[config.mk]
export PLATFORM = sky130hd
export DESIGN_NAME = fpu_round
export DESIGN_NICKNAME = d
export VERILOG_FILES = /design/src/rtl/fpu_pkg.sv /design/src/rtl/fpu_round_decide.sv /design/src/rtl/fpu_round.sv
export SDC_FILE = /design/constraint.sdc
export NUM_CORES = 1
export LEC_CHECK = 0
export ABC_AREA = 1
export CAP_MARGIN = 5
export CORE_ASPECT_RATIO = 0.9
export CORE_MARGIN = 2
export CORE_UTILIZATION = 30
export DETAILED_ROUTE_END_ITERATION = 7
export PLACE_DENSITY = 0.51
export SYNTH_ARGS = -nofsm -noshare
export SYNTH_HDL_FRONTEND = slang
export SYNTH_SLANG_ARGS = --single-unit
[constraint.sdc]
create_clock -name clk -period 2.15 [get_ports clk]
set_input_delay 0.215 -clock clk [delete_from_list [all_inputs] [get_ports clk]]
set_output_delay 0.215 -clock clk [all_outputs]
set_load 0.01 [all_outputs]
[src/rtl/fpu_pkg.sv]
// Shared FPU definitions: rounding modes, IEEE-754 single constants,
// fflags bit positions and the rounding unit's FSM states.
package fpu_pkg;

  typedef enum logic [2:0] {
    RNE = 3'b000,
    RTZ = 3'b001,
    RDN = 3'b010,
    RUP = 3'b011,
    RMM = 3'b100
  } rm_t;

  localparam logic [31:0] FP_CANON_NAN  = 32'h7FC00000;
  localparam logic [31:0] FP_POS_INF    = 32'h7F800000;
  localparam logic [30:0] FP_MAX_FINITE = 31'h7F7FFFFF;

  localparam int FL_NV = 4;
  localparam int FL_DZ = 3;
  localparam int FL_OF = 2;
  localparam int FL_UF = 1;
  localparam int FL_NX = 0;

  typedef enum logic [1:0] {
    S_IDLE   = 2'd0,
    S_ROUND  = 2'd1,
    S_ADJUST = 2'd2,
    S_DONE   = 2'd3
  } state_t;

endpackage

[src/rtl/fpu_round_decide.sv]
// Round-up decision from sign, mantissa lsb and guard/round/sticky bits.
// Purely combinational; reserved modes 101..111 fall back to RNE.
module fpu_round_decide
  import fpu_pkg::*;
(
  input  logic       sign,
  input  logic       lsb,
  input  logic       g,
  input  logic       r,
  input  logic       s,
  input  logic [2:0] rm,
  output logic       up,
  output logic       inexact
);

  // Select the increment for the requested rounding direction
  always_comb begin
    inexact = g | r | s;
    up      = g & (r | s | lsb);
    case (rm)
      RTZ:     up = 1'b0;
      RDN:     up = sign & inexact;
      RUP:     up = ~sign & inexact;
      RMM:     up = g;
      default: up = g & (r | s | lsb);
    endcase
  end

endmodule

[src/rtl/fpu_round.sv]
// Rounding back end of the FP adder: turns the 35-bit unrounded bus into
// an IEEE-754 single word plus fflags over an IDLE->ROUND->ADJUST->DONE
// sequence (out_valid three cycles after new_input).
// Optional: define FPU_ROUND_FLAGS_EN to generate fflags; otherwise fflags
// is tied to zero and no flag logic is built.
module fpu_round
  import fpu_pkg::*;
#(
  parameter logic [31:0] CANON_NAN = FP_CANON_NAN
) (
  input  logic        clk,
  input  logic        rst,
  input  logic [34:0] in_val,
  input  logic [2:0]  rm,
  input  logic        new_input,
  output logic [31:0] out,
  output logic        out_valid,
  output logic        busy,
  output logic [4:0]  fflags
);

  state_t state, state_nxt;

  logic [34:0] in_p0;
  logic [2:0]  rm_p0;
  logic [30:0] sum_p1;
  logic [31:0] out_p2;
  logic [4:0]  fflags_p2;
  logic        vld_p2;

  logic        sign_p0;
  logic [7:0]  exp_p0;
  logic [22:0] mant_p0;
  logic        up_c;
  logic        inexact_c;
  logic [30:0] sum_c;
  logic        is_nan;
  logic        is_inf;
  logic        is_zero;
  logic        ovf;
  logic [31:0] out_c;
  logic [4:0]  flags_c;

  assign sign_p0 = in_p0[34];
  assign exp_p0  = in_p0[33:26];
  assign mant_p0 = in_p0[25:3];

  // Directed-rounding saturation: the value an overflowing result takes
  function automatic logic [31:0] sat_overflow(input logic sign, input logic [2:0] mode);
    case (mode)
      RTZ:     sat_overflow = {sign, FP_MAX_FINITE};
      RDN:     sat_overflow = sign ? {1'b1, FP_POS_INF[30:0]} : {1'b0, FP_MAX_FINITE};
      RUP:     sat_overflow = sign ? {1'b1, FP_MAX_FINITE} : {1'b0, FP_POS_INF[30:0]};
      default: sat_overflow = {sign, FP_POS_INF[30:0]};
    endcase
  endfunction

  fpu_round_decide u_decide (
    .sign    (sign_p0),
    .lsb     (in_p0[3]),
    .g       (in_p0[2]),
    .r       (in_p0[1]),
    .s       (in_p0[0]),
    .rm      (rm_p0),
    .up      (up_c),
    .inexact (inexact_c)
  );

  // Exp and mant form one monotone 31-bit magnitude, so a single add carries
  // mantissa overflow into the exponent and promotes subnormals to normals.
  assign sum_c = in_p0[33:3] + {30'd0, up_c};

  // State register
  always_ff @(posedge clk) begin
    if (rst) state <= S_IDLE;
    else     state <= state_nxt;
  end

  // Next-state sequencing; new_input outside IDLE is dropped
  always_comb begin
    state_nxt = state;
    case (state)
      S_IDLE:   if (new_input) state_nxt = S_ROUND;
      S_ROUND:  state_nxt = S_ADJUST;
      S_ADJUST: state_nxt = S_DONE;
      S_DONE:   state_nxt = S_IDLE;
      default:  state_nxt = S_IDLE;
    endcase
  end

  assign busy = ~rst & (new_input | (state == S_ROUND) | (state == S_ADJUST));

  // ---- stage 0: operand capture ----
  // Capture operand and mode on an accepted start
  always_ff @(posedge clk) begin
    if (rst) begin
      in_p0 <= '0;
      rm_p0 <= '0;
    end else if (state == S_IDLE && new_input) begin
      in_p0 <= in_val;
      rm_p0 <= rm;
    end
  end

  // ---- stage 1: rounding increment ----
  // Hold the rounded magnitude for the adjust step
  always_ff @(posedge clk) begin
    if (rst)                    sum_p1 <= '0;
    else if (state == S_ROUND)  sum_p1 <= sum_c;
  end

  // ---- stage 2: special cases, overflow, output register ----
  assign is_nan  = (exp_p0 == 8'hFF) && (mant_p0 != 23'd0);
  assign is_inf  = (exp_p0 == 8'hFF) && (mant_p0 == 23'd0);
  assign is_zero = (exp_p0 == 8'h00) && (mant_p0 == 23'd0) && (in_p0[2:0] == 3'b000);
  assign ovf     = (exp_p0 != 8'hFF) && (sum_p1[30:23] == 8'hFF);

  // Final word selection; specials take precedence over the rounded value
  always_comb begin
    out_c = {sign_p0, sum_p1};
    if (is_nan)       out_c = CANON_NAN;
    else if (is_inf)  out_c = {sign_p0, 8'hFF, 23'd0};
    else if (is_zero) out_c = {sign_p0, 31'd0};
    else if (ovf)     out_c = sat_overflow(sign_p0, rm_p0);
  end

`ifdef FPU_ROUND_FLAGS_EN
  logic inexact_p1;

  // Keep the inexact indication alongside the rounded magnitude
  always_ff @(posedge clk) begin
    if (rst)                    inexact_p1 <= 1'b0;
    else if (state == S_ROUND)  inexact_p1 <= inexact_c;
  end

  // Exception flags; underflow uses tininess after rounding
  always_comb begin
    flags_c = '0;
    if (!(is_nan || is_inf || is_zero)) begin
      flags_c[FL_OF] = ovf;
      flags_c[FL_NX] = inexact_p1 | ovf;
      flags_c[FL_UF] = (inexact_p1 | ovf) && (sum_p1[30:23] == 8'h00);
    end
  end
`else
  logic unused_inexact;
  assign unused_inexact = inexact_c;
  assign flags_c = '0;
`endif

  // Result registers; they hold until the next adjust step
  always_ff @(posedge clk) begin
    if (rst) begin
      out_p2    <= '0;
      fflags_p2 <= '0;
      vld_p2    <= 1'b0;
    end else begin
      vld_p2 <= (state == S_ADJUST);
      if (state == S_ADJUST) begin
        out_p2    <= out_c;
        fflags_p2 <= flags_c;
      end
    end
  end

  assign out       = out_p2;
  assign fflags    = fflags_p2;
  assign out_valid = vld_p2;

endmodule

==> results.tsv <==
stage	metric	value	unit
cts	insertion delay to the later sink of the worst-skew pair	360	ps
power_and_ir_drop	Clk pwr share	23.7	%
logic_synthesis	largest area contributor in the netlist	dfxtp_1	
logic_synthesis	largest family of logic cells by synthesized area	simple AND/OR/NAND/NOR gates	
logic_synthesis	post-synthesis average cell area	6.983	um2
sta	final hold viol count	0	
logic_synthesis	Post-synth EDFFs	0	
layout	Antenna diodes	0	
logic_synthesis	multiplexer share of the synthesized area	0	%
sta	Slew Limit Fails	0	
setup_path	CP Cell Sequence	inv_2 > nor2_4 > inv_2 > nor2_2 > ha_1 > o211ai_1 > o311ai_2 > ha_2 > nand3_4 > inv_4 > nand2_4 > nor2_4 > buf_6 > nand2_2 > nand2_1 > nand3_1 > o211ai_1 > inv_1	
cts	CTS buffer count	9	
floorplan	die width	142.7	um
setup_path	CP Max Fanout	4	
place	post-place setup slack	-144.7	ps
global_route	total grt overflow	0	
global_route	total track usage	16.82	%
logic_synthesis	complex-gate fraction of the synthesized area	17.49	%
setup_path	R2R Path End	sum_p1[25]	
setup_path	CP Launch Type	flip-flop	
cts	H-tree levels	3	
place	Inst Count DP	1026	
layout	Final nets	877	
sta	Hold Worst Slack	315.2	ps
setup_path	Arr. time, crit path	2480	ps
logic_synthesis	share of the yosys chip area belonging to registers	40.08	%
job	max_cap viols	0	
floorplan	Core Footprint	16890	um2
cts	Clock transition at path regs	70	ps
logic_synthesis	ranking of synthesized cells by area	dfxtp_1 (40%), nand2_1 (10%), inv_1 (6.9%)	
logic_synthesis	cell count after synthesis	744	
sta	Final Cycle Share	103.6	%
setup_path	Setup CP Type	flip-flop to flip-flop	
sta	RSZ-0062 raised after global routing	yes	
cts	CTS Buffer Depth	2	
floorplan	Initial Util	30.76	%
power_and_ir_drop	Comb power frac	37.2	%
setup_path	WP depth	18	
min_path	beginning of the worst hold path	rst	
logic_synthesis	top-count cell post-synth	nand2_1	
logic_synthesis	Commonest cells post-synth	nand2_1 (143), dfxtp_1 (104), inv_1 (96)	
routing	residual DRC count	0	
floorplan	row count	45	
setup_path	Crit-path slowest cell	dfxtp_2	
logic_synthesis	Synth top area share	40.08	%
cts	clk sink count	104	
place	Post-DP HPWL	11090	um
logic_synthesis	share of flip-flops with an asynchronous set or reset	0	%
setup_path	Max stage delay on crit path	320	ps
logic_synthesis	post-synthesis xor/xnor area fraction	2.360	%
min_path	Hold Path Sink	out[19]	
logic_synthesis	post-synthesis adder-cell area fraction	1.686	%
sta	Layout Skew	9.879	ps
routing	average wire per standard cell	14.09	um
power_and_ir_drop	PwrDens	1112	nW/um2
setup_path	WP buf/inv	5	
min_path	Hold WC Path Type	input port to flip-flop	
routing	Vias/cell	4.524	
floorplan	chip height	128.8	um
global_route	first-pass GRT wire length	23830	um
power_and_ir_drop	Leakage	2.818	nW
layout	fraction of layout cells with a size suffix above 1	15.83	%
logic_synthesis	Synth Cell Area	5195	um2
logic_synthesis	Seq cells post-synth	104	
setup_path	Worst Setup End Kind	flip-flop	
setup_path	WP data required	2400	ps
layout	Layout area overhead	32.47	%
setup_path	Crit path max-delay family	simple AND/OR/NAND/NOR gates	
sta	slew margin rel.	64.20	%
outcome	failing checks	setup timing	
min_path	hold depth	3	
routing	via count	4728	
logic_synthesis	prevailing post-synth register cell	dfxtp_1	
global_route	initial antenna violation count	0	
floorplan	total die area	18390	um2
routing	ANT nets after route	0	
sta	final setup fails	16	
routing	wirelength, routed	14720	um
outcome	status	finished with violations	
sta	min setup slack post-route	-77.54	ps
setup_path	Worst R2R Start	rm_p0[1]	
power_and_ir_drop	NetSw	2.928	mW
power_and_ir_drop	Reg power frac	39.0	%
setup_path	Worst R2R Path Depth	18	
layout	non-filler cells, final	1045	
routing	Pre-antenna DRT Iters	5	
sta	maximum clock rate	0.4489	GHz
sta	min Tclk post-route	2228	ps
place	RePlAce Congestion	0.8918	
power_and_ir_drop	Worst VDD drop	0.0005953	V
global_route	pin count of the biggest net entering global routing	70	
power_and_ir_drop	sw frac	38.28	%
floorplan	IO Count	80	
cts	root buffer cell	clkbuf_16	
cts	Post-CTS Hold Buffers	0	
routing	initial drt markers	233	
sta	setup TNS	-691.0	ps
power_and_ir_drop	Pint	4.721	mW
global_route	vias in the first global route	4388	
sta	worst slew pin tran	536.5	ps
logic_synthesis	Synth Area in Simple Gates	27.53	%
logic_synthesis	yosys warns	0	
setup_path	Worst R2R Setup Slack	-80	ps
place	PortBufs	74	
logic_synthesis	synth unique cells	33	
cts	CTS tree	yes	
[worst max-delay path by stage]
| stage | start | end | slack [ps] |
|---|---|---|---|
| 3_3_place_gp | rm_p0[1] | sum_p1[14] | -130 |
| 3_5_place_dp | rm_p0[1] | sum_p1[14] | -140 |
| 4_1_cts | rm_p0[1] | sum_p1[30] | -50 |
| 5_1_grt | rm_p0[1] | sum_p1[30] | -270 |
| 2_1_floorplan | rm_p0[1] | sum_p1[16] | 10 |
| 6_report | rm_p0[1] | sum_p1[25] | -80 |
[through the flow]
| stage | area [um2] | util [%] | power [mW] |
|---|---|---|---|
| 4_1_cts | 6721 | 39.79 | 7.658 |
| 5_1_grt | 6882 | 40.74 | 8.232 |
| 6_report | 6882 | 40.74 | 7.649 |
| 2_1_floorplan | 5254 | - | 4.710 |
| 3_5_place_dp | 6325 | 37.44 | 5.783 |
| 3_3_place_gp | 6325 | 37.44 | 5.773 |
[flip-flops by register name (all words and copies together), names as in the netlist]
name       cells
in_p0         35
out           32
sum_p1        31
rm_p0          3
state          2
out_valid      1
[repair_timing]
item,in CTS,in global routing
endpoints found under the setup margin,16,30
pin swaps,7,10
gates resized for setup,19,35
setup buffers,1,3
[layout make-up]
type	count	area (um2)
fillers	1807	10010
clock inverters	6	97.59
inverters	99	376.6
multi-input cells	507	2786
well taps	211	264.0
clock buffers	10	229.0
flip-flops and latches	104	2083
repair buffers	108	1045
[cells by family after synthesis]
logic type | after synthesis
simple gates | 315
fa+ha+maj | 7
flops | 104
xor+xnor | 14
other cells | 1
compound gates | 166
buf+inv | 137
[routing by layer]
metal,up-vias,track usage [%],wire (um)
met2,103,24.26,6051
met5,-,0,0
met4,0,4.543,163
met1,2065,25.49,7941
met3,11,3.089,566
li1,2549,-,-
[placed cells by master (no fill, tap or decap), types with 11 or more instances in the layout]
cell and instances:
a21oi_1 71, buf_4 25, clkdlybuf4s50_1 72, dfxtp_1 103, inv_1 89, nand2_1 139
nand3_1 44, nand3_2 15, nor2_1 65, nor3_1 11, o211ai_1 11, o21ai_0 55
o21ai_1 12
[worst register-to-register path: stages, from the launching register on]
cell,delay [ps]
dfxtp_2,320
inv_2,70
nor2_4,40
inv_2,50
nor2_2,30
ha_1,260
o211ai_1,100
o311ai_2,90
ha_2,280
nand3_4,150
inv_4,120
nand2_4,70
nor2_4,140
buf_6,120
nand2_2,40
nand2_1,60
nand3_1,60
o211ai_1,90
inv_1,50
[power by group through the flow]
| stage | clock network [mW] | logic (mW) | registers, mW |
|---|---|---|---|
| final | 1.82 | 2.85 | 2.98 |
| after global placement | 0 | 2.76 | 3.02 |
| after CTS | 1.88 | 2.80 | 2.97 |
| after floorplan | 0 | 1.76 | 2.95 |
| after detailed placement | 0 | 2.77 | 3.01 |
| after global routing | 1.94 | 3.23 | 3.07 |
(Power assumes the default switching activity.)
